==> src/rtl/ipe_pkg.sv <==
// Shared definitions for the interrupt nesting controller.
// Holds IRQ geometry, the idle priority value, the sequencer FSM states, the default vector
// table base and a one-hot helper.
package ipe_pkg;

    localparam int unsigned NUM_IRQ   = 8;
    localparam int unsigned IRQ_ID_W  = 3;
    localparam logic [IRQ_ID_W-1:0] PRIO_IDLE = 3'd7;
    localparam logic [31:0] VEC_BASE_DFLT = 32'h0000_1000;

    typedef enum logic [0:0] {
        ST_IDLE,
        ST_OFFER
    } state_e;

    function automatic logic [NUM_IRQ-1:0] id_onehot(input logic [IRQ_ID_W-1:0] id);
        logic [NUM_IRQ-1:0] oh;
        oh = '0;
        oh[id] = 1'b1;
        return oh;
    endfunction

endpackage

==> src/rtl/isr_priority_stack.sv <==
// LIFO of in-service priorities.
// Ports:
//   clk, reset_n   : clock, asynchronous active-low reset
//   push, pop      : push push_data / pop the top entry; both together = pop then push
//   push_data      : entry to push
//   top            : top entry, all ones when empty
//   depth          : occupancy 0..DEPTH
//   empty, full    : occupancy flags
module isr_priority_stack #(
    parameter int unsigned DEPTH = 4,
    parameter int unsigned WIDTH = 3
) (
    input  logic             clk,
    input  logic             reset_n,
    input  logic             push,
    input  logic             pop,
    input  logic [WIDTH-1:0] push_data,
    output logic [WIDTH-1:0] top,
    output logic [3:0]       depth,
    output logic             empty,
    output logic             full
);

    logic [WIDTH-1:0] entries_q [DEPTH];
    logic [WIDTH-1:0] entries_d [DEPTH];
    logic [3:0]       depth_q, depth_d;
    logic             pop_eff, push_eff;
    logic [3:0]       wr_idx;

    assign empty = (depth_q == 4'd0);
    assign full  = (depth_q == 4'(DEPTH));
    assign depth = depth_q;

    // A pop frees a slot, so a simultaneous push is allowed even when full.
    assign pop_eff  = pop && !empty;
    assign push_eff = push && (!full || pop_eff);
    assign wr_idx   = pop_eff ? depth_q - 4'd1 : depth_q;

    always_comb begin
        depth_d = depth_q;
        if (pop_eff && !push_eff) begin
            depth_d = depth_q - 4'd1;
        end else if (push_eff && !pop_eff) begin
            depth_d = depth_q + 4'd1;
        end
        for (int i = 0; i < int'(DEPTH); i++) begin
            entries_d[i] = entries_q[i];
            if (push_eff && wr_idx == 4'(i)) begin
                entries_d[i] = push_data;
            end
        end
    end

    always_comb begin
        top = '1;
        for (int i = 0; i < int'(DEPTH); i++) begin
            if (depth_q == 4'(i + 1)) begin
                top = entries_q[i];
            end
        end
    end

    always_ff @(posedge clk or negedge reset_n) begin
        if (!reset_n) begin
            depth_q <= 4'd0;
            for (int i = 0; i < int'(DEPTH); i++) begin
                entries_q[i] <= '0;
            end
        end else begin
            depth_q <= depth_d;
            for (int i = 0; i < int'(DEPTH); i++) begin
                entries_q[i] <= entries_d[i];
            end
        end
    end

endmodule

==> src/rtl/isr_nest_controller.sv <==
// Sequencer between the interrupt priority encoder and the CPU.
// Latches encoder events into a sticky pending set, offers the most urgent eligible id to the
// CPU over a stable req/ack handshake and tracks nested ISRs on a priority stack.
// Ports:
//   clk, reset_n          : clock, asynchronous active-low reset
//   irq_valid, irq_id     : encoder event strobe and id
//   cpu_irq, cpu_irq_id   : offer to the CPU and offered id (stable while offered)
//   cpu_vector            : VEC_BASE + cpu_irq_id*4
//   cpu_ack, cpu_eoi      : CPU accepts offer / ends the top ISR
//   src_ack               : one-hot pulse of the accepted id
//   current_isr_priority  : top-of-stack priority, 7 when idle
//   isr_active, nest_depth: stack non-empty / occupancy
//   pending               : sticky pending set
//   eoi_err               : pulse on EOI with an empty stack
module isr_nest_controller
    import ipe_pkg::*;
#(
    parameter int unsigned DEPTH    = 4,
    parameter logic [31:0] VEC_BASE = VEC_BASE_DFLT
) (
    input  logic                clk,
    input  logic                reset_n,
    input  logic                irq_valid,
    input  logic [IRQ_ID_W-1:0] irq_id,
    output logic                cpu_irq,
    output logic [IRQ_ID_W-1:0] cpu_irq_id,
    output logic [31:0]         cpu_vector,
    input  logic                cpu_ack,
    input  logic                cpu_eoi,
    output logic [NUM_IRQ-1:0]  src_ack,
    output logic [IRQ_ID_W-1:0] current_isr_priority,
    output logic                isr_active,
    output logic [3:0]          nest_depth,
    output logic [NUM_IRQ-1:0]  pending,
    output logic                eoi_err
);

    state_e               state_q, state_d;
    logic [IRQ_ID_W-1:0]  id_q, id_d;
    logic [NUM_IRQ-1:0]   pending_q, pending_d;
    logic [NUM_IRQ-1:0]   src_ack_q;
    logic                 eoi_err_q;
    logic                 cooldown_q;
    logic                 accept;

    logic [IRQ_ID_W-1:0]  stk_top;
    logic [3:0]           stk_depth;
    logic                 stk_empty, stk_full;

    logic [NUM_IRQ-1:0]   eligible;
    logic                 cand_valid;
    logic [IRQ_ID_W-1:0]  cand_id;

    isr_priority_stack #(
        .DEPTH (DEPTH),
        .WIDTH (IRQ_ID_W)
    ) u_stack (
        .clk       (clk),
        .reset_n   (reset_n),
        .push      (accept),
        .pop       (cpu_eoi),
        .push_data (id_q),
        .top       (stk_top),
        .depth     (stk_depth),
        .empty     (stk_empty),
        .full      (stk_full)
    );

    // Only ids strictly more urgent than the top are eligible, which also excludes every id
    // already in service since the stack is strictly decreasing.
    always_comb begin
        eligible = '0;
        for (int i = 0; i < int'(NUM_IRQ); i++) begin
            if (pending_q[i] && !stk_full && (stk_empty || IRQ_ID_W'(i) < stk_top)) begin
                eligible[i] = 1'b1;
            end
        end
        cand_valid = |eligible;
        cand_id    = '0;
        for (int i = int'(NUM_IRQ) - 1; i >= 0; i--) begin
            if (eligible[i]) begin
                cand_id = IRQ_ID_W'(i);
            end
        end
    end

    always_comb begin
        state_d = state_q;
        id_d    = id_q;
        accept  = 1'b0;
        unique case (state_q)
            ST_IDLE: begin
                // cooldown_q holds IDLE for one extra cycle after an accept
                if (cand_valid && !cooldown_q) begin
                    state_d = ST_OFFER;
                    id_d    = cand_id;
                end
            end
            ST_OFFER: begin
                if (cpu_ack) begin
                    state_d = ST_IDLE;
                    accept  = 1'b1;
                end
            end
        endcase
    end

    // Set wins over clear on the same id.
    always_comb begin
        pending_d = pending_q;
        if (accept) begin
            pending_d = pending_d & ~id_onehot(id_q);
        end
        if (irq_valid) begin
            pending_d = pending_d | id_onehot(irq_id);
        end
    end

    always_ff @(posedge clk or negedge reset_n) begin
        if (!reset_n) begin
            state_q    <= ST_IDLE;
            id_q       <= '0;
            pending_q  <= '0;
            src_ack_q  <= '0;
            eoi_err_q  <= 1'b0;
            cooldown_q <= 1'b0;
        end else begin
            state_q    <= state_d;
            id_q       <= id_d;
            pending_q  <= pending_d;
            src_ack_q  <= accept ? id_onehot(id_q) : '0;
            eoi_err_q  <= cpu_eoi && stk_empty;
            cooldown_q <= accept;
        end
    end

    assign cpu_irq              = (state_q == ST_OFFER);
    assign cpu_irq_id           = id_q;
    assign cpu_vector           = VEC_BASE + {27'b0, id_q, 2'b00};
    assign src_ack              = src_ack_q;
    assign current_isr_priority = stk_empty ? PRIO_IDLE : stk_top;
    assign isr_active           = !stk_empty;
    assign nest_depth           = stk_depth;
    assign pending              = pending_q;
    assign eoi_err              = eoi_err_q;

endmodule

==> config.mk <==
export PLATFORM = sky130hd
export DESIGN_NAME = isr_nest_controller
export DESIGN_NICKNAME = d
export VERILOG_FILES = /design/src/rtl/ipe_pkg.sv /design/src/rtl/isr_priority_stack.sv /design/src/rtl/isr_nest_controller.sv
export SDC_FILE = /design/constraint.sdc
export NUM_CORES = 1
export LEC_CHECK = 0
export ABC_AREA = 0
export BUFFER_PORTS_ARGS = -buffer_cell sky130_fd_sc_hd__buf_4
export CELL_PAD_IN_SITES_DETAIL_PLACEMENT = 1
export CELL_PAD_IN_SITES_GLOBAL_PLACEMENT = 1
export CORE_MARGIN = 4
export CORE_UTILIZATION = 43
export CTS_BUF_LIST = sky130_fd_sc_hd__clkbuf_4 sky130_fd_sc_hd__clkbuf_8
export DETAILED_ROUTE_END_ITERATION = 8
export PLACE_DENSITY_LB_ADDON = 0.1
export SKIP_CTS_REPAIR_TIMING = 1
export SLEW_MARGIN = 20
export SYNTH_ARGS = -nofsm -noshare
export SYNTH_HDL_FRONTEND = slang
export SYNTH_SLANG_ARGS = --single-unit
==> constraint.sdc <==
create_clock -name clk -period 7.2 [get_ports clk]
set_clock_uncertainty 0.05 [all_clocks]
set_input_delay 1.44 -clock clk [delete_from_list [all_inputs] [get_ports clk]]
set_output_delay 1.44 -clock clk [all_outputs]
set_load 0.005 [all_outputs]
==> results.yml <==
cts:
  clk_pin_slew_ns: 0.08
  root_buffer: "clkbuf_8"
  cts_made_buffers: 5
  clock_latency_ns: 0.30
  numClockSinks: 38
  cts_tree: "done"
  htree_levels: 2
  cts_max_path_buffers: 2
sta:
  hold_viol_final: 0
  finalCritPeriodShare: 0.540
  drv_slew: 0
  setup_tns_ns: 0
  setup_violations: 0
  worstMarginPinSlew_ns: 0.633
  rsz0062_at_grt: "false"
  hold_ws_ns: 0.445
  slew_headroom: 0.574
  fmax_mhz: 257
  period_minus_slack_ns: 3.89
yosys:
  yosysTopAreaCellShare: 0.406
  ys_ff_latch: 38
  avgSynthCellArea_sq_um: 9.71
  synthAdderAreaFrac: 0.0267
  synthTopCellsByArea: "dfrtp_1 (41%), buf_4 (10%), mux2_2 (4.8%), nand2_1 (3.0%), o21ai_0 (2.8%)"
  synth_top_family_by_area: "compound AO/OA/AOI/OAI gates"
  synthArstFlopShare: 1.00
  synth.area.mux_share: 0.0620
  synth_area_sq_um: 2340
  yosys_most_used_dff: "dfrtp_1"
  synthXorXnorAreaFrac: 0.0150
  synth_warnings: 0
  syn_inst: 241
  yosysUniqueCellTypes: 60
  synth_edf_count: 0
  yosysSeqAreaShare: 0.406
  yosys.area.top_type: "dfrtp_1"
  yosys.area_share.simple: 0.153
  synth_compound_area_frac: 0.185
floorplanning:
  core_sq_um: 5200
  ios: 69
  num_rows: 26
  initial_core_util: 0.450
  die_h_um: 81.8
  dieWidth_um: 81.8
  dieArea_sq_um: 6690
power_and_ir_drop:
  intPower_mw: 0.647
  p_switching_mw: 0.518
  peakVddDrop_v: 0.000187
  power_frac_seq: 0.366
  p_leak_nw: 1.25
  p_comb_frac: 0.511
  p_per_area_nw_per_um2: 445
  power.total_mw: 1.17
  pwr-share-clk: 0.123
  switching_share: 0.445
worst_setup_path:
  crit_required_ns: 5.71
  startpoint_type: "flip-flop"
  crit_arrival_ns: 2.40
  crit_type: "reg2out"
  worst_setup_path_end_kind: "output pin"
  path_max_fanout: 12
global_routing:
  grt_pass1_wl_um: 9340
  grt_max_degree: 39
  antenna_found_initial: 0
  grt_usage: 0.187
  gr-total-overflow: 0
  grt_pass1_vias: 1831
finish:
  area_growth_pct: 12.0
  nets: 286
  final_core_util: 0.504
  layout_commonest_cell: "buf_4"
  design_area_sq_um: 2620
  n_antenna_cell: 0
  mostFrequentLayoutCells: "buf_4 (39), dfrtp_1 (38), conb_1 (29)"
  drive_gt1_frac: 0.260
detailed_routing:
  first_iter_violations: 117
  route.final.wire_length_um: 5700
  drc: 0
  routedWlPerCell_um: 16.6
  ant_nets: 0
  avgViaCountPerCell: 5.29
  vias: 1815
  dr.pass1.iters: 4
place:
  place.gp.congestion: 0.823
  io_buffers: 39
  place_hpwl_um: 4470
  placedInstanceArea_sq_um: 2540
flow_run:
  maxCapViolations: 0
min_path:
  min-delay-path-class: "reg2reg"
run_status:
  status: "finished, final reports clean"
-- routing by layer --
layer / GRT usage / vias to the layer above / wire, um
li1: - / 852 / -
met1: 0.249 / 899 / 2540
met2: 0.299 / 56 / 2750
met3: 0.0406 / 8 / 319
met4: 0.0648 / 0 / 101
met5: 0 / - / 0
-- power groups by stage --
stage / clock (mW) / sequential [mW] / combinational (mW)
CTS: 0.148 / 0.427 / 0.601
floorplan: 0 / 0.357 / 0.463
global route: 0.159 / 0.444 / 0.664
finish: 0.144 / 0.426 / 0.596
global placement: 0 / 0.430 / 0.589
detailed placement: 0 / 0.431 / 0.600
-- registers in the layout, summed over array words and instances (netlist names) --
register / count
u_stack.entries_q: 12
pending: 8
src_ack: 8
u_stack.depth: 4
cpu_irq_id: 3
cooldown_q: 1
cpu_irq: 1
eoi_err: 1
-- worst paths after layout --
| kind | start | endpoint | slack, ns | depth (start not counted) |
|---|---|---|---|---|
| setup / recovery | u_stack.depth[0] | current_isr_priority[2] | 3.31 | 7 |
| hold / removal | u_stack.entries_q[2] | u_stack.entries_q[2] | 0.45 | 1 |
| setup reg to reg | u_stack.depth[0] | cpu_irq | 4.32 | 8 |
| hold reg to reg | u_stack.entries_q[2] | u_stack.entries_q[2] | 0.45 | 1 |
| max in group asynchronous | reset_n | u_stack.entries_q[8] | 5.70 | 1 |
| min in group asynchronous | reset_n | u_stack.entries_q[0] | 1.04 | 1 |
-- worst max-delay path, stage by stage, from the launching register on --
cell      delay [ns]
dfrtp_1         0.58
inv_1           0.15
ha_1            0.30
and2b_1         0.22
o311ai_1        0.48
o21ai_0         0.18
nand2_1         0.10
buf_4           0.10
-- cell families after synthesis --
group | Yosys count
adder cells (fa/ha/maj) | 5
buffers and inverters | 59
other | 2
AND/OR/NAND/NOR | 65
multiplexers | 13
AO/OA/AOI/OAI | 55
flip-flops | 38
XOR/XNOR | 4
-- Yosys cell counts, drive strengths merged, types with 4 or more instances --
cell type,number
dfrtp,38
buf,36
nand2,20
inv,18
o21ai,17
mux2,12
nor2,10
nor3,7
clkbuf,5
ha,5
nor2b,5
o32ai,5
a21oi,4
nor3b,4
o21a,4
o311ai,4
or2,4
-- stage by stage --
step | worst slack [ns] | std cells
3_3_place_gp | 3.68 | 336
3_5_place_dp | 3.65 | 336
5_1_grt | 3.04 | 343
2_1_floorplan | 3.82 | 268
6_report | 3.31 | 343
4_1_cts | 3.30 | 343
-- final cells by class --
| class | instances | area (sq um) |
|---|---|---|
| clock buffers | 5 | 68.8 |
| clock inverters | 2 | 10.0 |
| fillers | 626 | 2580 |
| inverters | 18 | 67.6 |
| multi-input cells | 171 | 1140 |
| flip-flops and latches | 38 | 951 |
| well taps | 70 | 87.6 |
| repair buffers | 39 | 293 |
No activity file was read; power rests on OpenSTA's default activity.
